`config.mk`:
```
export PLATFORM = sky130hd
export DESIGN_NAME = spi_slave_rx
export DESIGN_NICKNAME = d
export VERILOG_FILES = /design/src/rtl/spi_slave_rx.sv
export SDC_FILE = /design/constraint.sdc
export NUM_CORES = 1
export LEC_CHECK = 0
export CAP_MARGIN = 20
export CORE_ASPECT_RATIO = 1.2
export CORE_MARGIN = 2
export CORE_UTILIZATION = 40
export DETAILED_ROUTE_END_ITERATION = 10
export PLACE_DENSITY_LB_ADDON = 0.2
export SLEW_MARGIN = 0
export SYNTH_ARGS = -nofsm -noshare
export SYNTH_HDL_FRONTEND = slang
export SYNTH_SLANG_ARGS = --single-unit
```
`constraint.sdc`:
```
create_clock -name clock -period 3 [get_ports clock]
set_clock_uncertainty 0.15 [all_clocks]
set_input_delay 0.6 -clock clock [delete_from_list [all_inputs] [get_ports clock]]
set_output_delay 0.6 -clock clock [all_outputs]
set_load 0.03 [all_outputs]
```
`src/rtl/spi_slave_rx.sv`:
```
// rtl/spi_slave_rx.sv - SPI slave: synchronized bus, receive FIFO with valid/ready, transmit fetch with valid/ready
module spi_slave_rx #(
    parameter int PHASE    = 0,
    parameter int ACTIVE   = 0,
    parameter int RX_DEPTH = 4
) (
    input  logic        clock,
    input  logic        rst_n,
    input  logic        cs_n,
    input  logic        sck,
    input  logic        mosi,
    output logic        miso,
    output logic        miso_oe,
    output logic [7:0]  rx_data,
    output logic        rx_valid,
    input  logic        rx_ready,
    input  logic [7:0]  tx_data,
    input  logic        tx_valid,
    output logic        tx_ready,
    output logic [15:0] byte_cnt,
    output logic        frame_done,
    output logic        overflow,
    output logic        underrun
);
    localparam int   AW       = $clog2(RX_DEPTH);
    localparam logic SCK_IDLE = (ACTIVE != 0);

    typedef enum logic {ST_IDLE, ST_ACTIVE} state_t;

    logic [2:0]    cs_sync, sck_sync;
    logic [1:0]    mosi_sync, sync_fill;
    logic          armed;
    state_t        state;
    logic [2:0]    bit_cnt, tx_bit;
    logic [7:0]    rx_shift, tx_shift;
    logic          skip_lead;

    logic          cs_fall, cs_rise, sck_lead, sck_trail, sample_edge, shift_edge;
    logic [7:0]    fetch_byte, rx_wdata;
    logic          push, pop, push_ok;
    logic [7:0]    mem [RX_DEPTH];
    logic [AW-1:0] wr_ptr, rd_ptr, rd_next;
    logic [AW:0]   count, after_pop, count_next;

    // armed only goes high once the synchronizer holds a real cs_n=1, so a
    // frame already running when reset is released is never picked up
    always_ff @(posedge clock or negedge rst_n) begin
        if (!rst_n) begin
            cs_sync   <= 3'b111;
            sck_sync  <= {3{SCK_IDLE}};
            mosi_sync <= 2'b00;
            sync_fill <= 2'b00;
            armed     <= 1'b0;
        end else begin
            cs_sync   <= {cs_sync[1:0], cs_n};
            sck_sync  <= {sck_sync[1:0], sck};
            mosi_sync <= {mosi_sync[0], mosi};
            sync_fill <= {sync_fill[0], 1'b1};
            armed     <= armed | (sync_fill[1] & cs_sync[1]);
        end
    end

    always_comb begin
        cs_fall     = cs_sync[2] & ~cs_sync[1];
        cs_rise     = ~cs_sync[2] & cs_sync[1];
        sck_lead    = (sck_sync[2] == SCK_IDLE) && (sck_sync[1] != SCK_IDLE);
        sck_trail   = (sck_sync[2] != SCK_IDLE) && (sck_sync[1] == SCK_IDLE);
        sample_edge = (PHASE != 0) ? sck_trail : sck_lead;
        shift_edge  = (PHASE != 0) ? sck_lead : sck_trail;
        fetch_byte  = tx_valid ? tx_data : 8'hFF;
        rx_wdata    = {rx_shift[6:0], mosi_sync[1]};
        push        = (state == ST_ACTIVE) && !cs_rise && sample_edge && (bit_cnt == 3'd7);
    end

    always_ff @(posedge clock or negedge rst_n) begin
        if (!rst_n) begin
            state      <= ST_IDLE;
            miso_oe    <= 1'b0;
            bit_cnt    <= 3'd0;
            tx_bit     <= 3'd0;
            rx_shift   <= 8'h00;
            tx_shift   <= 8'h00;
            skip_lead  <= 1'b0;
            byte_cnt   <= 16'h0000;
            tx_ready   <= 1'b0;
            underrun   <= 1'b0;
            frame_done <= 1'b0;
        end else begin
            tx_ready   <= 1'b0;
            underrun   <= 1'b0;
            frame_done <= 1'b0;
            case (state)
                ST_IDLE: begin
                    if (cs_fall && armed) begin
                        state     <= ST_ACTIVE;
                        miso_oe   <= 1'b1;
                        bit_cnt   <= 3'd0;
                        tx_bit    <= 3'd0;
                        byte_cnt  <= 16'h0000;
                        skip_lead <= (PHASE != 0);
                        tx_shift  <= fetch_byte;
                        tx_ready  <= tx_valid;
                        underrun  <= ~tx_valid;
                    end
                end
                ST_ACTIVE: begin
                    if (cs_rise) begin
                        state      <= ST_IDLE;
                        miso_oe    <= 1'b0;
                        bit_cnt    <= 3'd0;
                        frame_done <= 1'b1;
                    end else begin
                        if (sample_edge) begin
                            rx_shift <= rx_wdata;
                            bit_cnt  <= bit_cnt + 3'd1;
                            if (bit_cnt == 3'd7 && byte_cnt != 16'hFFFF)
                                byte_cnt <= byte_cnt + 16'd1;
                        end
                        // the leading edge that opens a PHASE=1 frame presents the MSB already loaded
                        if (shift_edge) begin
                            if (skip_lead) begin
                                skip_lead <= 1'b0;
                            end else if (tx_bit == 3'd7) begin
                                tx_bit   <= 3'd0;
                                tx_shift <= fetch_byte;
                                tx_ready <= tx_valid;
                                underrun <= ~tx_valid;
                            end else begin
                                tx_bit   <= tx_bit + 3'd1;
                                tx_shift <= {tx_shift[6:0], 1'b0};
                            end
                        end
                    end
                end
                default: state <= ST_IDLE;
            endcase
        end
    end

    assign miso = miso_oe & tx_shift[7];

    // a write into a full FIFO still lands when the head is popped in the same cycle
    always_comb begin
        pop        = rx_valid & rx_ready;
        push_ok    = push && ((count != (AW+1)'(RX_DEPTH)) || pop);
        after_pop  = count - (AW+1)'(pop);
        count_next = after_pop + (AW+1)'(push_ok);
        rd_next    = rd_ptr + AW'(pop);
    end

    always_ff @(posedge clock) begin
        if (push_ok)
            mem[wr_ptr] <= rx_wdata;
    end

    always_ff @(posedge clock or negedge rst_n) begin
        if (!rst_n) begin
            wr_ptr   <= '0;
            rd_ptr   <= '0;
            count    <= '0;
            rx_valid <= 1'b0;
            rx_data  <= 8'h00;
            overflow <= 1'b0;
        end else begin
            overflow <= push & ~push_ok;
            if (push_ok)
                wr_ptr <= wr_ptr + AW'(1);
            rd_ptr   <= rd_next;
            count    <= count_next;
            rx_valid <= (count_next != '0);
            if (push_ok && after_pop == '0)
                rx_data <= rx_wdata;
            else if (after_pop != '0)
                rx_data <= mem[rd_next];
        end
    end
endmodule

```
### After elaboration in Yosys (flattened, before gate mapping)

Memory sizes are Yosys's and may differ from the RTL's.
Cells that the tools add are included.

* register bits: 71
* bits in writable memories: 32
* bits of input ports: 15
* output and inout bits: 31
* word-level logic and storage cells: 127
* memories kept: 1

* add/subtract/negate cells: 7
* eq/ne operators: 12
* muxes and demuxes: 49
* bitwise gates (word level): 15
* reductions and logical operators: 21

Memories
* mem: words 4, width 8, read ports 1, clocked after memory_dff 0, wr ports 1, RTL line 41 `logic [7:0] mem [RX_DEPTH];`

Operators with widths (number)
* two-way mux 16 bit: 4
* two-way mux 8 bit: 8
* case mux 16 bit (2 select lines): 1
* two-way mux 1 bit: 21
* two-way mux 3 bit: 7
* adder 16 x 1 -> 16 bit, second input constant: 1
* != test 16 bit, second input constant: 1
* case mux 8 bit (2 select lines): 1
* case mux 3 bit (2 select lines): 2
* case mux 1 bit (2 select lines): 5
* logical AND 1 bit: 9
* != test 2 x 1 -> 1 bit, second input constant: 4
* inverter 1 bit: 8
* AND reduction 4 bit: 2
* adder 3 x 1 -> 3 bit, second input constant: 2
* bitwise AND 1 bit: 6
* == test 3 bit, second input constant: 2
* != test 2 bit, second input constant: 3
* AND reduction 3 bit: 2
* nonzero test 3 bit: 2
* AND reduction 2 bit: 2
* adder 3 x 1 -> 3 bit: 1
* logical NOT 3 bit: 1
* != test 3 x 1 -> 1 bit, second input constant: 1
* other kinds (8): 8

### Longest topological paths before layout

* depth after elaboration: 9
* mapped depth: 10
* mapped depth without buffers: 9

### Least setup slack after synthesis

OpenSTA, ideal clock, no wires.

* path type: reg2reg
* from: reg bit_cnt[0]
* to: reg rx_valid
* library setup time: 0.131 ns
* arrival time: 2.183 ns
* data required time: 2.719 ns
* slack: 0.536 ns
* stages on the path, launching flop included: 10
* path buffers: 1
* clock period less this slack: 2.464 ns
* cell sequence: dfrtp_1 -> ha_1 -> ha_1 -> nand3b_4 -> or3_1 -> clkbuf_2 -> nor2_1 -> ha_1 -> ha_1 -> or3_1

* longest elaborated chain between the ends: 5

RTL lines
* start, declared: RTL line 34 `logic [2:0] bit_cnt, tx_bit;`
* start signal, assigned: RTL line 115 `bit_cnt <= bit_cnt + 3'd1;`
* == test 3 bit: RTL line 72 `push = (state == ST_ACTIVE) && !cs_rise && sample_edge && (bit_cnt == 3'd7);`
* logical AND 1 bit: RTL line 72
* logical AND 1 bit: RTL line 145 `push_ok = push && ((count != (AW+1)'(RX_DEPTH)) || pop);`
* named net push_ok: RTL line 40 `logic push, pop, push_ok;`
* adder 3 x 1 -> 3 bit: RTL line 147 `count_next = after_pop + (AW+1)'(push_ok);`
* named net count_next[1]: RTL line 43 `logic [AW:0] count, after_pop, count_next;`
* nonzero test 3 bit: RTL line 170 `rx_valid <= (count_next != '0);`
* end signal, assigned: RTL line 170
* end, declared: RTL line 15 `output logic rx_valid,`

The timed path passes the listed nets, and every way through them passes these cells.
A chain may end at the register's enable or synchronous reset.

### Worst setup path after layout

Same ends and word-level chain as after synthesis.

==> impl_metrics.ini <==
[global_routing]
grt_max_degree = 71
met2_usage = 0.272
grt_usage = 0.165
use_met1 = 0.215
grt_pass1_vias = 3177
overflow = 0
grt_pass1_wl_mm = 15.6
grt_use_met3 = 0.0376
antenna_found_initial = 0
grt.busiest_layer = met2

[power]
powerDensity_nw_per_um2 = 734
power.internal_mw = 2.73
ir_drop_uv = 286
clockPowerShare = 0.267
p_sw_mw = 1.22
comb_power_share = 0.268
switching_share = 0.309
seqPwrFrac = 0.465
p_leak_nw = 2.19

[die]
die_x_um = 101
start_util = 0.410
num_rows = 42
dieArea_um2 = 12100
core_region_area_um2 = 11000
fp.dieH_um = 120
ios = 46

[timing]
slew_violations = 0
max_clock_freq_mhz = 388
whs_ns = 0.125
max_slew.worst_pin.slew_ns = 0.736
finalHoldViolations = 0
rsz0062_at_grt = no
setup_viol = 0
timing.final.crit_share = 0.860
fin_crit_ns = 2.58
fin_tns_setup_ns = 0
slew_headroom = 0.509

[worst_setup_path]
critical_path_class = reg2reg
cp_max_fo = 10
end_kind = register
critPathBufInv = 0
crit_family = simple AND/OR/NAND/NOR gates
r2r_slack_ns = 0.42
critical_path.cell_chain = ha_1, ha_1, nand3b_4, or3_1, nor2_1, ha_1, ha_1, or3_1
arrival_ns = 2.65
crit_path_start_kind = register
cpMaxStageDelayCell = or3_1
crit_required_ns = 3.07
cpMostUsedCell = ha_1
cp_slowest_stage_delay_ns = 0.39

[placed_design]
place_congestion = 0.868
place_area_um2 = 5120
dp_hpwl_mm = 6.19
io_buffer_count = 45
numPlacedInstances = 538

[synth]
synth_top_area_cell = dfrtp_1
ys_types = 52
synth_top_family_by_area = simple AND/OR/NAND/NOR gates
postSynthAreaPerCell_um2 = 12.2
synth_seq_cells = 102
synthFlopType = dfrtp_1
synth_xor_area_frac = 0.00778
synth_edf_count = 32
synth_top_area_frac = 0.372
async_flop_share = 0.686
ys_top_cells_by_count = dfrtp_1 (67), o21ai_0 (36), edfxtp_1 (32)
synth_area_um2 = 4510
yosysMostFrequentCell = dfrtp_1
synthTopCellsByArea = dfrtp_1 (37%), edfxtp_1 (21%), o21ai_0 (4.0%), mux4_2 (4.0%), ha_1 (3.9%)
synthAdderAreaFrac = 0.0389
syn_inst = 370
yosysSeqAreaShare = 0.603
synth_compound_area_frac = 0.112
synth-simple-area-share = 0.148
yosys-mux-area-fraction = 0.0575
yosys_warnings = 0
syn-num-nets = 399

[route]
wirelength_mm = 9.26
dr.first_iter.drc_count = 212
vias = 3094
wire_per_inst_um = 16.7
dr.pass1.iters = 4
viasPerCell = 5.58
antenna_left = 0
drcViolationCount = 0

[status]
status = finished, final reports clean

[hold_path]
hp-class = in2async

[clock_network]
hold_buffers = 0
clockRootBuffer = clkbuf_16
cts_inserted_buffers = 9
cts.path.max_buffers = 2
clk-insertion-delay-late_ns = 0.34
cts_tree = built
cts_sinks = 102
post_cts_resized = 0
cts.reportedPaths.clkPinSlew_ns = 0.07
cts_setup_buffers = 0
ctsHtreeMaxLevel = 3

[flow_run]
cap_violations = 0

[finish]
multi_input_area_um2 = 1650
final_util = 0.490
fin_cells = 554
syn2layout_area_growth_pct = 19.6
seq_area_um2 = 2720
final_cell_area_um2 = 5390
nNetsFinal = 446
antennaDiodeCount = 0
layout-drive-gt1-share = 0.116
nFillCells = 983
[metrics by stage]
| step | total power [mW] | setup slack (ns) |
|---|---|---|
| CTS | 4.00 | 0.380 |
| global route | 4.19 | 0.261 |
| floorplan | 2.55 | 0.536 |
| detailed placement | 2.94 | 0.261 |
| finish | 3.96 | 0.419 |
| global placement | 2.91 | 0.312 |
[placed cells by master (no fill, tap or decap), drive strengths merged, types with 2 or more instances in the layout]
| cell | count |
|---|---|
| clkinv | 6 |
| a21boi | 6 |
| buf | 11 |
| nor2b | 2 |
| o31a | 2 |
| clkdlybuf4s50 | 44 |
| o21ai | 37 |
| or4 | 7 |
| xnor2 | 3 |
| a21oi | 2 |
| or3 | 4 |
| dfrtp | 67 |
| a41oi | 3 |
| a31oi | 14 |
| edfxtp | 32 |
| mux2 | 7 |
| a2bb2oi | 2 |
| nand3 | 22 |
| mux4 | 8 |
| o32ai | 2 |
| clkbuf | 9 |
| nor2 | 21 |
| nand2b | 2 |
| nor4 | 6 |
| and4 | 4 |
| ha | 14 |
| a21o | 2 |
| nand2 | 25 |
| nand4 | 8 |
| nor3 | 6 |
| o311ai | 3 |
| inv | 17 |
| dfstp | 3 |
| and3 | 9 |
[sequential cells by signal (all words and copies together), names as in the netlist]
| name | flops |
|---|---|
| wr_ptr | 2 |
| mem | 32 |
| tx_bit | 3 |
| mosi_sync | 2 |
| miso_oe | 1 |
| cs_sync | 3 |
| overflow | 1 |
| count | 3 |
| rx_valid | 1 |
| frame_done | 1 |
| rx_data | 8 |
| underrun | 1 |
| byte_cnt | 16 |
| tx_ready | 1 |
| bit_cnt | 3 |
| sync_fill | 2 |
| rd_ptr | 2 |
| armed | 1 |
| rx_shift | 7 |
| tx_shift | 8 |
| sck_sync | 3 |
| state | 1 |
[worst reg2reg max path, stage by stage, from the launching register on]
cell and delay [ns]:
dfrtp_1 0.37, ha_1 0.16, ha_1 0.21, nand3b_4 0.17, or3_1 0.39, nor2_1 0.23
ha_1 0.19, ha_1 0.23, or3_1 0.36
[power by group through the flow]
stage	clock, mW	combinational [mW]	sequential (mW)
detailed placement	0	1.08	1.87
global placement	0	1.06	1.85
floorplan	0	0.609	1.94
finish	1.06	1.06	1.84
CTS	1.08	1.08	1.84
global route	1.14	1.18	1.87
[path summary, 6_finish.rpt]
path                         startpoint            to  depth (start not counted)
min reg2reg                sync_fill[0]  sync_fill[1]                          0
min in group clock         sync_fill[0]  sync_fill[1]                          0
max in group asynchronous         rst_n    cs_sync[0]                          2
max reg2reg                  bit_cnt[0]      rx_valid                          8
min                               rst_n      overflow                          2
max                          bit_cnt[0]      rx_valid                          8
[final cells by class]
| class | count | share of cell area |
|---|---|---|
| multi-input cells | 233 | 0.306 |
| flip-flops and latches | 102 | 0.504 |
| repair buffers | 55 | 0.0990 |
| inverters | 16 | 0.0111 |
| clock inverters | 7 | 0.00743 |
| well taps | 132 | 0.0307 |
| clock buffers | 9 | 0.0418 |
[cells by family (layout without fill, tap and decap cells)]
group / count (synthesis) / in the layout
AO/OA/AOI/OAI: 79 / 79
XOR/XNOR: 4 / 4
adder cells (fa/ha/maj): 14 / 14
buffers and inverters: 35 / 87
flip-flops: 102 / 102
multiplexers: 15 / 15
other: 1 / 1
AND/OR/NAND/NOR: 120 / 120
[per-layer routing]
| metal | vias up | part of all wire | routed length, um |
|---|---|---|---|
| met2 | 83 | 0.51 | 4680 |
| met3 | 9 | 0.050 | 459 |
| met5 | - | 0 | 0 |
| li1 | 1481 | - | - |
| met4 | 0 | 0.013 | 121 |
| met1 | 1521 | 0.43 | 4000 |
Power figures use the tool's default switching activity.
==> RTL change 1: new RTL, same flow settings <==
`RX_DEPTH`: 4 -> 8.
--- a/src/rtl/spi_slave_rx.sv
+++ b/src/rtl/spi_slave_rx.sv
@@ -3,5 +3,5 @@
     parameter int PHASE    = 0,
     parameter int ACTIVE   = 0,
-    parameter int RX_DEPTH = 4
+    parameter int RX_DEPTH = 8
 ) (
     input  logic        clock,
Behaviour: same outputs for any inputs over 10 cycles, from zero or initial values and one cycle with rst_n low; that may be too few to reach the edited logic, so the function may still have changed.
==> RTL change 1 against the original RTL <==
First-iteration DRC count shrank 20%. Power increased by 67%. Area after synthesis is 28% higher. Sequential power rose by 38%. Die area increased by 27%. Worst setup slack better by 0.041 ns. Core utilization up 1.1 points. Sequential cell count rose by 35. Critical path depth did not move. Final area is 32% higher. Wire length increased by 19%. Critical path type unchanged.
==> RTL change 1: results (changes against the original RTL) <==
Run status
  – Status: finished clean

Timing
  – FMAX: 393.7 MHz (+1.6%)
  – Worst-Margin Slew: 0.9551 ns (+0.2190 ns)
  – WHS: 0.1909 ns (+0.06553 ns)

Drt
  – Metal2 WL: 5.577 mm (+19%)
  – Routed length per instance: 16.33 um (-2.3%)
  – Metal-1 WL: 4.841 mm (+21%)
  – Initial DRC count: 169 (-20%)
  – Wirelength, routed: 10.99 mm (+19%)

Critical path
  – FF-to-FF Start: cs_sync[1]
  – Max incr delay on CP: 0.55 ns (+0.16 ns)
  – R2r setup slk: 0.46 ns (+0.04 ns)
  – Critical-path maximum fanout: 5 (-5)

Synthesis
  – Largest cells by area after synthesis: edfxtp_1 (33%), dfrtp_1 (30%), mux4_2 (6.3%)
  – Mapped Nets: 448 (+12%)
  – Synth top cells by count: dfrtp_1 (70), edfxtp_1 (64), nand2_1 (60), o21ai_0 (25)
  – Adder and majority cell fraction of the synthesized area: 2.608% (-1.3 points)
  – Sequential fraction of the synthesis area: 65.17% (+4.9 points)
  – Async S/R FF share, synth: 53.28% (-15 points)
  – Post-synth EDFFs: 64 (+100%)
  – Post-synthesis xor/xnor area fraction: 1.521% (+0.74 points)
  – Cells after Synth: 421 (+14%)
  – Mux contribution to synthesized area: 7.801% (+2.1 points)

Global routing
  – Largest net degree at the start of global routing: 74 (+4.2%)
  – GR Util met3: 3.848% (+0.091 points)
  – Grt met1 use: 18.42% (-3.1 points)

Placement
  – Total placed cells including tap cells: 641 (+19%)
  – DPL Wire Length: 7.218 mm (+17%)
  – Placer Congestion: 0.7759 (-11%)
  – Placed inst area: 6487 um^2 (+27%)

Final layout
  – Nets@finish: 512 (+15%)
  – Fill cell count: 1262 (+28%)

Hold path
  – Hold crit path type: flop to flop

Power and ir drop
  – Standby leakage power: 2.786 nW (+27%)
  – Switching share of power: 29.03% (-1.9 points)

CTS
  – TritonCTS Buffers: 17 (+8)
  – CTS HTree Levels: 4 (+1)
-- RTL change 1: cell types whose count changed after synthesis, moves of 7 or more --
cell / delta
nand2_1: +35
edfxtp_1: +32
inv_1: -8
a32oi_1: +8
a31oi_1: -14
and3_1: -7
a21oi_1: +14
mux4_2: +8
nand3b_1: +9
nand3_1: -12
o21ai_0: -11
xnor2_1: +7
-- RTL change 1: area by class of cell --
class                   count  area [um^2]  area share [%]
clock inverters            13        200.2           2.808
inverters                   9        33.78          0.4738
well taps                 175        219.0           3.071
flip-flops and latches    137         3752           52.62
multi-input cells         259         1889           26.50
repair buffers             61        593.1           8.317
clock buffers              19        442.9           6.212
-- RTL change 1: worst reg2reg max path, delay by kind of cell (launching register included) --
family,cells,cell delay [ns]
XOR/XNOR,1,0.14
buffers and inverters,1,0.07
flip-flops,1,0.55
AND/OR/NAND/NOR,4,1.10
adder cells (fa/ha/maj),2,0.41
==> RTL change 2: new RTL, same flow settings <==
Made on the original files. Put one more register stage on the output `byte_cnt`, with the module's reset. The value now appears one clock later. The other outputs are not delayed to match.
--- a/src/rtl/spi_slave_rx.sv
+++ b/src/rtl/spi_slave_rx.sv
@@ -27,4 +27,6 @@
 
     typedef enum logic {ST_IDLE, ST_ACTIVE} state_t;
+
+    logic [15:0] byte_cnt_s0;
 
     logic [2:0]    cs_sync, sck_sync;
@@ -82,5 +84,5 @@
             tx_shift   <= 8'h00;
             skip_lead  <= 1'b0;
-            byte_cnt   <= 16'h0000;
+            byte_cnt_s0 <= 16'h0000;
             tx_ready   <= 1'b0;
             underrun   <= 1'b0;
@@ -97,5 +99,5 @@
                         bit_cnt   <= 3'd0;
                         tx_bit    <= 3'd0;
-                        byte_cnt  <= 16'h0000;
+                        byte_cnt_s0 <= 16'h0000;
                         skip_lead <= (PHASE != 0);
                         tx_shift  <= fetch_byte;
@@ -114,6 +116,6 @@
                             rx_shift <= rx_wdata;
                             bit_cnt  <= bit_cnt + 3'd1;
-                            if (bit_cnt == 3'd7 && byte_cnt != 16'hFFFF)
-                                byte_cnt <= byte_cnt + 16'd1;
+                            if (bit_cnt == 3'd7 && byte_cnt_s0 != 16'hFFFF)
+                                byte_cnt_s0 <= byte_cnt_s0 + 16'd1;
                         end
                         // the leading edge that opens a PHASE=1 frame presents the MSB already loaded
@@ -175,4 +177,12 @@
         end
     end
+    always_ff @(posedge clock or negedge rst_n) begin
+        if (!rst_n) begin
+            byte_cnt <= '0;
+        end else begin
+            byte_cnt <= byte_cnt_s0;
+        end
+    end
+
 endmodule
 
Function: same outputs for any inputs over 10 cycles, from zero or initial values and one cycle with rst_n low; that may be too few to reach the edited logic, so the function may still have changed.
==> RTL change 2 against the original RTL <==
Wire length rose by 6.9%. Worst setup slack improved by 0.23 ns. Via count rose by 6.0%. Highest routed layer unchanged. Critical path type is now flop to output pin. Area after synthesis rose by 11%. Final area rose by 15%. Sequential cell count rose by 16. Power rose by 25%. Core utilization rose by 2.0 points.
==> RTL change 2: results (changes against the original RTL) <==
Power and ir drop
  – Maximum VDD drop: 0.0003809 V (+33%)
  – Standby leakage power: 2.539 nW (+16%)

Final layout
  – Nets@finish: 472 (+5.8%)
  – Inverters: 18 (+2)
  – Seq/total area: 50.43% (about the same)
  – CLK BUF: 18 (+9)
  – Share of layout cells above drive strength 1: 15.79% (+4.2 points)
  – Data buffer area share: 8.785% (-1.1 points)
  – Final Core Density: 51.03% (+2.0 points)
  – #MultiIn Comb: 232 (-0.43%)
  – Sequential cell count: 118 (+16%)
  – Fill cell count: 1068 (+8.6%)
  – Largest regs: mem (32), byte_cnt (16), byte_cnt_s0 (16)
  – Clock network share of area: 8.664% (+3.7 points)
  – Buffers excl. clock: 56 (+1.8%)

CTS
  – TritonCTS Buffers: 17 (+8)
  – CTS HTree Levels: 4 (+1)
  – CTS clk-pin slew, worst paths: 0.05 ns (-0.02 ns)

Synthesis
  – Synthesized area per cell: 12.92 um^2 (+6.1%)
  – Synth unique cells: 66 (+27%)
  – Synth top cells by count: dfrtp_1 (83), nand2_1 (42), edfxtp_1 (32), o21ai_0 (22), inv_1 (18)
  – Mux contribution to synthesized area: 5.845% (+0.097 points)
  – Largest cells by area after synthesis: dfrtp_1 (42%), edfxtp_1 (19%), mux4_2 (3.6%)
  – Post-synthesis xor/xnor area fraction: 0.7025% (-0.075 points)
  – Async S/R FF share, synth: 72.88% (+4.3 points)
  – Sequential fraction of the synthesis area: 62.49% (+2.2 points)

Drt
  – Wirelength, routed: 9.896 mm (+6.9%)
  – Metal2 WL: 4.763 mm (+1.8%)
  – Routed length per instance: 16.04 um (-4.0%)
  – Via density: 5.318 (-4.8%)
  – Metal-1 WL: 4.568 mm (+14%)
  – Wire length on met3: 451 um (-1.7%)

Run status
  – Status: finished clean

Global routing
  – First-pass GRT wire length: 16.88 mm (+7.8%)
  – GR met2 Demand/Resource: 25.12% (-2.0 points)
  – Vias in the first global route: 3307 (+4.1%)
  – GR Util All Layers: 16.25% (-0.23 points)
  – Grt met1 use: 21.56% (about the same)
  – Largest net degree at the start of global routing: 87 (+23%)

Critical path
  – Critical path's top delay family: buffers and inverters
  – WP data arrival: 1.60 ns (-1.05 ns)
  – Max incr delay on CP: 0.67 ns (+0.28 ns)
  – Worst path slowest cell: clkdlybuf4s50_1

Placement
  – DPL Wire Length: 6.290 mm (+1.6%)
  – Total placed cells including tap cells: 585 (+8.7%)
  – Placed inst area: 5645 um^2 (+10%)
  – Placer Congestion: 0.7712 (-11%)
  – Place WS: 0.2910 ns (+0.03035 ns)

Timing
  – Slew Limit Headroom: 49.34% (-1.6 points)
[RTL change 2: cell types whose count changed in the layout (fill, tap and decap cells not counted), moves of 10 or more]
cell      change
nand2_1      +17
dfrtp_1      +16
nand3_1      -15
o21ai_0      -14
o211ai_1     +11
a31oi_1      -10
nor2_1       -10
[RTL change 2: final timing paths]
check	from	end	slack (ns)	depth (start not counted)
min in group clock	sck_sync[0]	sck_sync[1]	0.20	0
setup / recovery	miso_oe	miso	0.65	2
setup reg to reg	bit_cnt[0]	mem[0][4]	0.67	5
hold reg to reg	sck_sync[0]	sck_sync[1]	0.20	0
max in group asynchronous	rst_n	byte_cnt[2]	2.25	2
hold / removal	rst_n	byte_cnt[11]	0.06	2
[RTL change 2: report_power, final]
group          internal (mW)  total [mW]  switching [mW]  leakage [nW]
clock network           1.06        1.79           0.729         0.253
registers               1.91        2.06           0.155          1.39
logic                  0.513        1.11           0.595         0.894
